**src/rtl/br_pkg.sv**
```systemverilog
// Shared funct3 encodings and helpers for RV32I conditional branches.
package br_pkg;

  localparam logic [2:0] F3_BEQ  = 3'b000;
  localparam logic [2:0] F3_BNE  = 3'b001;
  localparam logic [2:0] F3_RSV0 = 3'b010;
  localparam logic [2:0] F3_RSV1 = 3'b011;
  localparam logic [2:0] F3_BLT  = 3'b100;
  localparam logic [2:0] F3_BGE  = 3'b101;
  localparam logic [2:0] F3_BLTU = 3'b110;
  localparam logic [2:0] F3_BGEU = 3'b111;

  function automatic logic f3_is_reserved(input logic [2:0] f3);
    return (f3 == F3_RSV0) || (f3 == F3_RSV1);
  endfunction

endpackage

```
**src/rtl/br_cond_decode.sv**
```systemverilog
// Combinational branch-condition decode from funct3 and ALU compare flags.
module br_cond_decode
  import br_pkg::*;
(
  input  logic [2:0] funct3,
  input  logic       zero,
  input  logic       lt,
  input  logic       ltu,
  output logic       cond,
  output logic       reserved
);

  always_comb begin
    cond = 1'b0;
    unique case (funct3)
      F3_BEQ:  cond = zero;
      F3_BNE:  cond = ~zero;
      F3_BLT:  cond = lt;
      F3_BGE:  cond = ~lt;
      F3_BLTU: cond = ltu;
      F3_BGEU: cond = ~ltu;
      default: cond = 1'b0;
    endcase
  end

  assign reserved = f3_is_reserved(funct3);

endmodule

```
**src/rtl/jump_control.sv**
```systemverilog
// Execute-stage branch/jump resolution: PC-source select, its registered copy,
// a saturating taken counter and an illegal-funct3 flag.
module jump_control
  import br_pkg::*;
#(
  parameter int unsigned CNT_W = 16
) (
  input  logic             clk,
  input  logic             rst,
  input  logic [2:0]       funct3,
  input  logic             force_jump,
  input  logic             branch,
  input  logic             zero,
  input  logic             lt,
  input  logic             ltu,
  output logic             branch_mux,
  output logic             branch_mux_q,
  output logic             illegal_br,
  output logic [CNT_W-1:0] taken_cnt
);

  logic cond;
  logic reserved;

  br_cond_decode u_decode (
    .funct3   (funct3),
    .zero     (zero),
    .lt       (lt),
    .ltu      (ltu),
    .cond     (cond),
    .reserved (reserved)
  );

  assign branch_mux = force_jump | (branch & cond);
  assign illegal_br = branch & reserved;

  always_ff @(posedge clk) begin
    if (rst) begin
      branch_mux_q <= 1'b0;
      taken_cnt    <= '0;
    end else begin
      branch_mux_q <= branch_mux;
      // Hold at all-ones instead of wrapping.
      if (branch_mux && (taken_cnt != '1))
        taken_cnt <= taken_cnt + 1'b1;
    end
  end

endmodule

```
**config.mk**
```make
export PLATFORM = sky130hd
export DESIGN_NAME = jump_control
export DESIGN_NICKNAME = d
export VERILOG_FILES = /design/src/rtl/br_pkg.sv /design/src/rtl/br_cond_decode.sv /design/src/rtl/jump_control.sv
export SDC_FILE = /design/constraint.sdc
export NUM_CORES = 1
export LEC_CHECK = 0
export CORE_UTILIZATION = 40
export DETAILED_ROUTE_END_ITERATION = 12
export PLACE_DENSITY = 0.78
export SLEW_MARGIN = 0
export SYNTH_ARGS = -nofsm -noshare
export SYNTH_HDL_FRONTEND = slang
export SYNTH_SLANG_ARGS = --single-unit
```
**constraint.sdc**
```tcl
create_clock -name clk -period 1.7 [get_ports clk]
set_clock_uncertainty 0.15 [all_clocks]
set_input_delay 0.34 -clock clk [delete_from_list [all_inputs] [get_ports clk]]
set_output_delay 0.34 -clock clk [all_outputs]
set_load 0.1 [all_outputs]
```
==> results of run 1 <==
## logic make-up after synthesis
kind of cell | Yosys count | share of synthesized area (%)
flip-flops | 17 | 37.8
multiplexers | 5 | 5.83
adder cells (fa/ha/maj) | 1 | 1.39
buffers and inverters | 10 | 4.30
AO/OA/AOI/OAI | 28 | 20.8
XOR/XNOR | 2 | 1.94
AND/OR/NAND/NOR | 42 | 27.9
## synthesized netlist by cell type, drive strengths merged (3+ instances only)
cell | n | share of area [%]
o21ai | 4 | 2.2
inv | 7 | 2.9
nor3 | 3 | 2.2
dfxtp | 17 | 38
and3 | 3 | 2.1
mux2i | 3 | 3.3
nand4 | 3 | 3.7
o31ai | 3 | 2.5
or4 | 3 | 2.9
nor2 | 7 | 2.9
nand3 | 7 | 3.9
a21oi | 11 | 6.1
a21o | 3 | 2.5
nand2 | 5 | 2.1
or3 | 5 | 3.5
## metrics by stage
stage	hold WS (ns)	cell area, µm²
3_5_place_dp	0.486	1820
3_3_place_gp	0.464	1820
2_1_floorplan	0.428	1050
==> impl_metrics.tcl, run 1 <==
set metrics [dict create \
    status "aborted with a tool error" \
    lastStage "clock tree synthesis (4_1_cts)" \
    firstError "[ERROR DPL-0033] detailed placement checks failed during check placement." \
    ctsHoldBuffers 0 \
    synth.distinct_cells 35 \
    cts_resized 64 \
    ys_warn_count 0 \
    synth_seq_cells 17 \
    synth_edf_count 0 \
    dpl_worst_slack_ns -0.872 \
    rows 16 \
    avgSynthCellArea_um2 8.58 \
    die_height_um 49.5 \
    htree_num_levels 1 \
    cts_root_buf "clkbuf_4" \
    numPortBuffers 28 \
    io-pin-count 29 \
    synth-async-reset-ratio_pct 0 \
    cts_buffers 3 \
    syn_area_um2 901 \
    die_x_um 49.5 \
    dpl.hpwl_mm 2.58 \
    cts_sinks 17 \
    clk_path_buf_depth 2 \
    synth_nets 116 \
    yosysSeqAreaShare_pct 37.8 \
    gp_congestion 0.850 \
    place_inst 195 \
    syn_inst 105 \
    start_util_pct 44.1 \
    cts_setup_buffers 2 \
    ys.flop_type "dfxtp_1" \
]
==> inputs of run 2 (changes only) <==
--- a/config.mk
+++ b/config.mk
@@ -5,9 +5,10 @@
 export SDC_FILE = /design/constraint.sdc
 export NUM_CORES = 1
 export LEC_CHECK = 0
-export CORE_UTILIZATION = 40
+export CORE_AREA = 2 2 63 65
 export DETAILED_ROUTE_END_ITERATION = 12
-export PLACE_DENSITY = 0.78
+export DIE_AREA = 0 0 65 67
+export PLACE_DENSITY_LB_ADDON = 0.15
 export SLEW_MARGIN = 0
 export SYNTH_ARGS = -nofsm -noshare
 export SYNTH_HDL_FRONTEND = slang
==> constraint.sdc (replaced) <==
create_clock -name clk -period 2.2 [get_ports clk]
set_clock_uncertainty 0.15 [all_clocks]
set_input_delay 0.44 -clock clk [delete_from_list [all_inputs] [get_ports clk]]
set_output_delay 0.44 -clock clk [all_outputs]
set_load 0.1 [all_outputs]
==> impl_metrics.tcl, run 2 <==
set metrics [dict create \
    status "completed" \
    synth_top_cell_by_area "dfxtp_1" \
    period_minus_slack_ns 2.14 \
    crit_path_start_kind "input pin" \
    ys.flop_type "dfxtp_1" \
    hold_path_class "flop to flop" \
    cts.reportedPaths.clkPinSlew_ns 0.06 \
    cts_sinks 17 \
    grt_overflow 0 \
    numPortBuffers 28 \
    synth_nets 116 \
    yosys-top-cells-count "17 x dfxtp_1, 11 x a21oi_1, 7 x inv_1, 7 x nand3_1, 7 x nor2_1" \
    die_x_um 65 \
    grt_max_degree 20 \
    via_per_inst 4.92 \
    hold_ws_ns 0.355 \
    r2r_setup_slack_ns 0.26 \
    synth_seq_cells 17 \
    yosysSeqAreaShare_pct 37.8 \
    clk_path_buf_depth 2 \
    syn_inst 105 \
    avgSynthCellArea_um2 8.58 \
    r2r_end "taken_cnt[5]$_SDFFE_PP0P_" \
    top_layer "met4" \
    fin_nets 161 \
    maxCapViolCount 0 \
    io-pin-count 29 \
    critPathSlowestCell "dlygate4sd2_1" \
    grt_pass1_wl_mm 4.20 \
    regMostFlops "taken_cnt" \
    p_per_area_nw_per_um2 512 \
    die_area_um2 4360 \
    die_height_um 67 \
    drc 0 \
    endpoint_kind "output pin" \
    power_mw 0.727 \
    synth_area_leaders "dfxtp_1 38%, a21oi_1 6.1%, nand3_1 3.9%" \
    rows 22 \
    area_growth_syn_to_layout_pct 57.8 \
    synth_top_area_share_pct 37.8 \
    grt_pass1_vias 937 \
    syn_area_um2 901 \
    setup_viol_count_final 0 \
    hold_start "taken_cnt[4]$_SDFFE_PP0P_" \
    whs_path_depth 2 \
    cts_buffers 3 \
    reg2reg_depth 6 \
    drt_iter0_drc 62 \
    drtPass1Iterations 4 \
    ys_warn_count 0 \
    crit_start "funct3[0]" \
    antenna_found_initial 0 \
    mostFrequentLayoutCells "32 x buf_4, 15 x dfxtp_2, 10 x a21oi_1" \
    cp.required_ns 1.61 \
    grt_setup_unrepaired "no" \
    cts_root_buf "clkbuf_8" \
    htree_num_levels 1 \
    top_regs "taken_cnt (16), branch_mux_q (1)" \
    synth_edf_count 0 \
    synth.distinct_cells 35 \
    dpl.hpwl_mm 1.72 \
    synth_most_common_cell "dfxtp_1" \
    final_common_cell "buf_4" \
    ant_nets 0 \
    cp_max_fo 4 \
    fin_ws_ns 0.0618 \
    detail_route.wl_per_cell_um 12.8 \
    wl_mm 2.52 \
    fmax_mhz 468 \
    synth-async-reset-ratio_pct 0 \
    track_usage_pct 12.6 \
    gp_congestion 0.745 \
    num_antenna_cells 0 \
    critPathKind "input pin to output pin" \
    ctsHoldBuffers 0 \
    clk_latency_ns 0.25 \
    cts_tree "done" \
    min_period_over_period_pct 97.2 \
    core_um2 3610 \
    max_slew.worst_pin.slew_ns 0.275 \
    max_stage_delay_ns 0.27 \
    final_core_util_pct 39.4 \
    nFillCells 374 \
    dpl_worst_slack_ns -0.353 \
    final_hold_viol_count 0 \
    reg2reg_from "taken_cnt[0]$_SDFFE_PP0P_" \
    vias 969 \
    wl_met1_mm 1.14 \
    cp_cell_sequence "dlygate4sd2_1, xor2_1, a41oi_2, buf_4, nand2_4, buf_12" \
    hold_end "taken_cnt[4]$_SDFFE_PP0P_" \
    drive_gt1_share_pct 45.6 \
    met3_length_um 105 \
    p_leak_nw 0.594 \
    peakVddDrop_mv 0.338 \
    cp.arrival_ns 1.55 \
    start_util_pct 25.0 \
    maxSlewViolCount 0 \
    wl_met2_mm 1.21 \
    largest_reg_flops 16 \
    slew_headroom_pct 81.5 \
]
[run 2: per-stage QoR]
step                      area, µm²  instances  TNS, ns
after global routing           1420        197        0
after CTS                      1400        196        0
after floorplan                 928        105  -0.0332
final                          1420        197        0
after detailed placement       1320        190    -4.17
after global placement         1320        190    -4.09
[run 2: final cells by class]
cell class / instances / area, µm² / area share [%]
inverter: 7 / 26.3 / 1.85
multi-input combinational: 78 / 558 / 39.3
sequential: 17 / 363 / 25.5
clock buffer: 4 / 45.0 / 3.17
timing repair buffer: 43 / 369 / 26.0
tap: 48 / 60.1 / 4.23
[run 2: logic make-up (layout without fill, tap and decap cells)]
group | count (synthesis) | in the layout | synth area share [%]
xor+xnor | 2 | 2 | 1.94
flops | 17 | 17 | 37.8
simple gates | 42 | 42 | 27.9
mux | 5 | 5 | 5.83
fa+ha+maj | 1 | 1 | 1.39
buf+inv | 10 | 54 | 4.30
compound gates | 28 | 28 | 20.8
[run 2: timing repair]
item / 4_1_cts / 5_1_grt
resized for setup: 9 / 5
endpoints found under the setup margin: 9 / 4
setup buffers: 2 / 1
pin swaps: 3 / 2
hold endpoints to repair: 0 / 0
[run 2: power breakdown]
group / leakage (nW) / internal, mW / switching, mW
Clock: 0.0228 / 0.128 / 0.105
Combinational: 0.425 / 0.0606 / 0.110
Sequential: 0.146 / 0.315 / 0.00860
[run 2: worst max path at each step]
stage | endpoint | slack (ns)
floorplan | taken_cnt[14]$_SDFFE_PP0P_ | -0.03
finish | branch_mux | 0.06
global route | branch_mux | 0.05
global placement | taken_cnt[11]$_SDFFE_PP0P_ | -0.34
detailed placement | taken_cnt[5]$_SDFFE_PP0P_ | -0.35
CTS | branch_mux | 0.004
[run 2: worst max-delay path, delay by kind of cell]
kind	cells	cell delay, ns
AO/OA/AOI/OAI	1	0.16
buffers and inverters	3	0.63
AND/OR/NAND/NOR	1	0.08
XOR/XNOR	1	0.25
[run 2: routing by layer]
metal / vias up / track usage [%]
li1: 479 / -
met1: 459 / 14.8
met2: 23 / 21.8
met3: 8 / 4.05
met4: 0 / 3.46
met5: - / 0
(Power assumes the default switching activity.)
